`src/rtl/video_modes_pkg.sv`:
```
// Shared definitions for the multi-mode video timing generator: mode
// encodings, the per-mode timing table, sync polarity and FSM states.
package video_modes_pkg;

    localparam int TW = 12;

    localparam logic [1:0] MODE_640X480   = 2'd0;
    localparam logic [1:0] MODE_1280X720  = 2'd1;
    localparam logic [1:0] MODE_1920X1080 = 2'd2;

    localparam logic POL_POS = 1'b1;
    localparam logic POL_NEG = 1'b0;

    typedef enum logic [1:0] {
        ST_RUN       = 2'd0,
        ST_PEND      = 2'd1,
        ST_MUTE      = 2'd2,
        ST_MUTE_PEND = 2'd3
    } vt_state_e;

    // Totals and porch/sync widths; active width is what remains.
    typedef struct packed {
        logic [TW-1:0] h_total;
        logic [TW-1:0] h_fp;
        logic [TW-1:0] h_sync;
        logic [TW-1:0] h_bp;
        logic [TW-1:0] v_total;
        logic [TW-1:0] v_fp;
        logic [TW-1:0] v_sync;
        logic [TW-1:0] v_bp;
        logic          pos_pol;
    } timing_t;

    typedef timing_t [2:0] timing_tbl_t;

    function automatic timing_t mk_timing(input int ht, input int hfp, input int hs, input int hbp,
                                          input int vt, input int vfp, input int vs, input int vbp,
                                          input logic pol);
        timing_t t;
        t.h_total = TW'(ht);
        t.h_fp    = TW'(hfp);
        t.h_sync  = TW'(hs);
        t.h_bp    = TW'(hbp);
        t.v_total = TW'(vt);
        t.v_fp    = TW'(vfp);
        t.v_sync  = TW'(vs);
        t.v_bp    = TW'(vbp);
        t.pos_pol = pol;
        return t;
    endfunction

    // Index 0 is the least significant element of the packed table.
    localparam timing_tbl_t VM_TABLE = {
        mk_timing(2200, 88, 44, 148, 1125, 4, 5, 36, POL_POS),
        mk_timing(1650, 110, 40, 220, 750, 5, 5, 20, POL_POS),
        mk_timing(800, 16, 96, 48, 525, 10, 2, 33, POL_NEG)
    };

    // Mode 3 has no timing of its own and runs as 720p.
    function automatic logic [1:0] coerce_mode(input logic [1:0] m);
        return (m == 2'd3) ? MODE_1280X720 : m;
    endfunction

    function automatic timing_t timing_of(input timing_tbl_t tbl, input logic [1:0] m);
        case (m)
            MODE_640X480:   return tbl[0];
            MODE_1920X1080: return tbl[2];
            default:        return tbl[1];
        endcase
    endfunction

endpackage

```
`src/rtl/video_timing_multi_sig_delay.sv`:
```
// Fixed-depth shift register with an async reset to a chosen value;
// depth 0 is a straight wire.
module sig_delay #(
    parameter int             W       = 1,
    parameter int             DEPTH   = 1,
    parameter logic [W-1:0]   RST_VAL = '0
) (
    input  logic         clk,
    input  logic         reset,
    input  logic [W-1:0] din,
    output logic [W-1:0] dout
);

    generate
        if (DEPTH == 0) begin : g_bypass
            logic unused_clk_rst;
            assign unused_clk_rst = clk ^ reset;
            assign dout = din;
        end else begin : g_pipe
            logic [DEPTH-1:0][W-1:0] stg;
            // Shift one stage per clock; reset parks every stage at RST_VAL.
            always_ff @(posedge clk or posedge reset) begin
                if (reset) begin
                    stg <= {DEPTH{RST_VAL}};
                end else begin
                    stg[0] <= din;
                    for (int i = 1; i < DEPTH; i++) stg[i] <= stg[i-1];
                end
            end
            assign dout = stg[DEPTH-1];
        end
    endgenerate

endmodule

```
`src/rtl/video_timing_multi.sv`:
```
// Multi-mode raster timing generator. Mode changes are deferred to the
// frame end and the first frame of a new mode is blanked (de held low).
module video_timing_multi
    import video_modes_pkg::*;
#(
    parameter int          CW           = 12,
    parameter int          PIPE_DLY     = 2,
    parameter logic [1:0]  DEFAULT_MODE = 2'd1,
    parameter timing_tbl_t MODE_TBL     = VM_TABLE
) (
    input  logic          clk,
    input  logic          reset,
    input  logic [1:0]    mode_sel,
    input  logic          mode_req,
    output logic          mode_ack,
    output logic [1:0]    cur_mode,
    output logic [CW-1:0] hcount,
    output logic [CW-1:0] vcount,
    output logic          hsync,
    output logic          vsync,
    output logic          de,
    output logic          frame_start,
    output logic          line_start,
    output logic          hsync_d,
    output logic          vsync_d,
    output logic          de_d,
    output logic          frame_start_d
);

    localparam logic [1:0] RST_MODE = coerce_mode(DEFAULT_MODE);
    localparam timing_t    RST_T    = timing_of(MODE_TBL, RST_MODE);
    localparam logic       RST_SYNC = ~RST_T.pos_pol;
    localparam logic [CW-1:0] ONE   = CW'(1);

    vt_state_e     state, state_nxt;
    logic [1:0]    pend_mode, pend_nxt;
    logic          load, muted;
    timing_t       tm;
    logic [CW-1:0] h_total, h_active, hs_start, hs_end;
    logic [CW-1:0] v_total, v_active, vs_start, vs_end;
    logic          line_end, frame_end, h_in_sync, v_in_sync;

    assign tm       = timing_of(MODE_TBL, cur_mode);
    assign h_total  = CW'(tm.h_total);
    assign h_active = CW'(tm.h_total - tm.h_fp - tm.h_sync - tm.h_bp);
    assign hs_start = h_active + CW'(tm.h_fp);
    assign hs_end   = hs_start + CW'(tm.h_sync);
    assign v_total  = CW'(tm.v_total);
    assign v_active = CW'(tm.v_total - tm.v_fp - tm.v_sync - tm.v_bp);
    assign vs_start = v_active + CW'(tm.v_fp);
    assign vs_end   = vs_start + CW'(tm.v_sync);

    assign line_end  = (hcount == h_total - ONE);
    assign frame_end = line_end && (vcount == v_total - ONE);

    // Raster counters; the frame-end wrap doubles as the reset to 0 on a mode load.
    always_ff @(posedge clk or posedge reset) begin
        if (reset) begin
            hcount <= '0;
            vcount <= '0;
        end else if (line_end) begin
            hcount <= '0;
            vcount <= (vcount == v_total - ONE) ? '0 : vcount + ONE;
        end else begin
            hcount <= hcount + ONE;
        end
    end

    // FSM state register.
    always_ff @(posedge clk or posedge reset) begin
        if (reset) state <= ST_MUTE;
        else       state <= state_nxt;
    end

    // Next state: requests latch immediately (latest wins), loads only at frame end.
    always_comb begin
        state_nxt = state;
        pend_nxt  = pend_mode;
        load      = 1'b0;
        if (mode_req) pend_nxt = coerce_mode(mode_sel);
        if (frame_end) begin
            case (state)
                ST_RUN:  state_nxt = mode_req ? ST_PEND : ST_RUN;
                ST_MUTE: state_nxt = mode_req ? ST_MUTE_PEND : ST_RUN;
                default: begin
                    load      = 1'b1;
                    state_nxt = mode_req ? ST_MUTE_PEND : ST_MUTE;
                end
            endcase
        end else if (mode_req) begin
            case (state)
                ST_RUN:  state_nxt = ST_PEND;
                ST_MUTE: state_nxt = ST_MUTE_PEND;
                default: state_nxt = state;
            endcase
        end
    end

    // FSM outputs.
    always_comb begin
        muted = (state == ST_MUTE) || (state == ST_MUTE_PEND);
    end

    // Pending/current mode and the acknowledge pulse on the first cycle of a new mode.
    always_ff @(posedge clk or posedge reset) begin
        if (reset) begin
            pend_mode <= '0;
            cur_mode  <= RST_MODE;
            mode_ack  <= 1'b0;
        end else begin
            pend_mode <= pend_nxt;
            mode_ack  <= load;
            if (load) cur_mode <= pend_mode;
        end
    end

    // Same-cycle decode of syncs, data enable and start markers.
    always_comb begin
        h_in_sync   = (hcount >= hs_start) && (hcount < hs_end);
        v_in_sync   = (vcount >= vs_start) && (vcount < vs_end);
        hsync       = tm.pos_pol ? h_in_sync : ~h_in_sync;
        vsync       = tm.pos_pol ? v_in_sync : ~v_in_sync;
        de          = (hcount < h_active) && (vcount < v_active) && !muted;
        line_start  = !reset && (hcount == '0);
        frame_start = !reset && (hcount == '0) && (vcount == '0);
    end

    sig_delay #(
        .W       (4),
        .DEPTH   (PIPE_DLY),
        .RST_VAL ({RST_SYNC, RST_SYNC, 2'b00})
    ) u_dly (
        .clk   (clk),
        .reset (reset),
        .din   ({hsync, vsync, de, frame_start}),
        .dout  ({hsync_d, vsync_d, de_d, frame_start_d})
    );

endmodule

```
`config.mk`:
```
export PLATFORM = sky130hd
export DESIGN_NAME = video_timing_multi
export DESIGN_NICKNAME = d
export VERILOG_FILES = /design/src/rtl/video_modes_pkg.sv /design/src/rtl/video_timing_multi_sig_delay.sv /design/src/rtl/video_timing_multi.sv
export SDC_FILE = /design/constraint.sdc
export NUM_CORES = 1
export LEC_CHECK = 0
export CORE_AREA = 2 2 75 77
export CTS_BUF_LIST = sky130_fd_sc_hd__clkbuf_16
export DETAILED_ROUTE_END_ITERATION = 8
export DIE_AREA = 0 0 77 79
export GPL_ROUTABILITY_DRIVEN = 0
export PLACE_DENSITY = 0.84
export SLEW_MARGIN = 40
export SYNTH_ARGS = -nofsm -noshare
export SYNTH_HDL_FRONTEND = slang
export SYNTH_HIERARCHICAL = 1
export SYNTH_SLANG_ARGS = --single-unit
```
`constraint.sdc`:
```
create_clock -name clk -period 6.4 [get_ports clk]
set_clock_uncertainty 0.2 [all_clocks]
set_input_delay 0.96 -clock clk [delete_from_list [all_inputs] [get_ports clk]]
set_output_delay 0.96 -clock clk [all_outputs]
set_load 0.02 [all_outputs]
```
==> results.toml <==
[global_routing]
grt_pass1_wl_mm = 12.9
grt_pass1_vias = 2700
grt_use_total_pct = 26.7
grt.overflow.total = 0
antenna_found_initial = 0
grt_max_degree = 32

[yosys]
synth-async-reset-ratio_pct = 100
netlist_area_um2 = 3060
synth_edf_count = 0
synth-seq-cells = 39
synthXorXnorAreaFrac_pct = 4.00
avgSynthCellArea_um2 = 9.33
synthFlopType = "dfrtp_1"
muxShareOfSynthArea_pct = 1.19
yosysWarnings = 6
synth_compound_area_share_pct = 15.2
ys_seq_area_share_pct = 32.0
synth.top_cell.area_share_pct = 30.2
synth_top_family_by_area = "adder cells"
post_synth_and_or_nand_nor_area_fraction_pct = 20.1
ys_top_cells_by_area = "dfrtp_1, ha_1, o21ai_0"
synthCells = 328
synthAdderAreaFrac_pct = 22.5
synth_cell_type_count = 52
yosysTopAreaCell = "dfrtp_1"

[worst_setup_path]
critPathMaxFanout = 11
worstPathArrival_ns = 3.78
cp_slowest_cell = "clkdlybuf4s50_1"
path_cells = "nor2b_1 > inv_1 > ha_1 > and2_1 > a221o_1 > a221oi_1 > nor3_1 > xnor2_1 > clkdlybuf4s50_1"
cp-end-kind = "output pin"
cp-start-kind = "flop"
worstPathRequired_ns = 5.24
worstSetupPathType = "flop to output pin"
critPathMaxStageDelay_ns = 0.63

[cts]
h-tree-depth = 2
clock_path_buffers = 2
ctsHoldBuffers = 0
root_buffer = "clkbuf_16"
tritoncts = "done"
cts_setup_buffers = 0
cts-resized-gates = 0
numCtsBuffers = 5
path_clk_slew_ns = 0.06
cts_sinks = 39
clock_latency_ns = 0.29

[floorplan]
io_pins = 41
fp.dieH_um = 79
rows = 27
core_area_um2 = 5340
start_util_pct = 57.4
die_w_um = 77
die_area_um2 = 6080

[final_layout]
antennaDiodeCount = 0
fillers = 430
design_area_um2 = 3680
drive_gt1_share_pct = 4.86
mostFrequentLayoutCell = "ha_1"
final_cell_mix = "ha_1, clkdlybuf4s50_1, dfrtp_1"
area_growth_pct = 20.3
final_util_pct = 69.0
nNetsFinal = 429

[detailed_routing]
drtAntennaViolNets = 0
firstDrtPassIters = 5
drtIter0Drc = 171
drc = 0
wire_per_inst_um = 17.4
drt-total-wl_mm = 7.67
via_count = 2670
routed_via_density = 6.04

[timing]
slew_viol_final = 0
setup_ws_ns = 1.46
fmax_mhz = 202
relSlewSlack_pct = 49.9
fin_crit_ns = 4.94
rsz0062_at_grt = "false"
worst-slew-pin-transition_ns = 0.750
setup_violations = 0
post-route-period-util_pct = 77.2
setup-tns-final_ns = 0
hold_viol_final = 0

[placed_design]
post_dp_cell_area_um2 = 3510
hpwl_mm = 5.32
preCtsSetupSlack_ns = 1.87
io_buffers = 40

[status]
run_status = "finished clean"

[run]
drv_cap = 0

[power_and_ir_drop]
leakage_nw = 1.74
powerDensity_nw_per_um2 = 151
total_power_uw = 556
vdd_ir_drop_max_v = 0.000141

[min_path]
hp-class = "flop to flop"
registers in the layout (all words and copies together) (netlist names):
name / cells
hcount: 12
state: 2
pend_mode: 2
u_dly/dout: 4
vcount: 12
cur_mode: 2
u_dly/g_pipe.stg: 4
mode_ack: 1
cell families (layout without fill, tap and decap cells):
| group | after synthesis | after routing |
|---|---|---|
| adder cells (fa/ha/maj) | 55 | 55 |
| other | 1 | 6 |
| buffers and inverters | 33 | 70 |
| AO/OA/AOI/OAI | 71 | 71 |
| multiplexers | 3 | 3 |
| AND/OR/NAND/NOR | 112 | 112 |
| XOR/XNOR | 14 | 14 |
| flip-flops | 39 | 39 |
final timing paths:
kind,slack (ns),to,from,cells after the start
setup / recovery,1.46,vsync,cur_mode[1],9
hold / removal,0.15,u_dly/dout[2],u_dly/g_pipe.stg[2],0
setup reg to reg,2.64,vcount[9],cur_mode[0],8
hold reg to reg,0.15,u_dly/dout[2],u_dly/g_pipe.stg[2],0
max in group asynchronous,4.74,state[1],reset,3
min in group asynchronous,0.79,u_dly/g_pipe.stg[0],reset,2
synthesized netlist by cell type (all sizes together) (2+ instances only):
master,number
xor2,6
o21ai,24
a221oi,2
a211o,2
a21o,6
a211oi,5
nor2b,7
clkbuf,3
o22ai,2
nand2,23
o31ai,6
ha,55
nor4,6
o21a,2
mux2,2
and3,11
dfrtp,37
buf,10
and4,2
nor2,21
inv,20
xnor2,8
dfstp,2
nand2b,6
and2,2
nand3,12
nand4,9
a21oi,14
nor4b,3
nor3,4
metal layers:
| metal | global-route usage [%] | vias to the layer above | routed length (um) |
|---|---|---|---|
| li1 | - | 1274 | - |
| met1 | 35.0 | 1261 | 3310 |
| met2 | 43.9 | 111 | 3720 |
| met3 | 3.86 | 24 | 422 |
| met4 | 12.3 | 0 | 226 |
| met5 | 0 | - | 0 |
critical path: cells and delay by family (launching register included):
family,cells,cell delay [ns]
AND/OR/NAND/NOR,3,0.83
buffers and inverters,2,0.82
AO/OA/AOI/OAI,2,0.71
flip-flops,1,0.55
adder cells (fa/ha/maj),1,0.39
XOR/XNOR,1,0.18
where the power goes:
group / internal [mW] / total, mW / switching [mW]
Combinational: 0.00481 / 0.0124 / 0.00762
Clock: 0.186 / 0.296 / 0.110
Sequential: 0.248 / 0.248 / 0.000544
Total: 0.439 / 0.556 / 0.118
stage by stage:
stage	hold slack [ns]	std cells
final	0.151	442
after CTS	0.155	442
after global placement	0.138	434
after global routing	0.171	442
after detailed placement	0.141	434
after floorplan	0.131	333
area by class of cell:
type,instances,area (um2),area share (%)
clock buffer,5,125,3.40
clock inverter,3,47.5,1.29
inverter,20,75.1,2.04
multi-input combinational,261,1950,53.0
sequential,39,978,26.6
tap,72,90.1,2.45
timing repair buffer,42,415,11.3
Note: power is estimated with default switching activity, not from simulation.
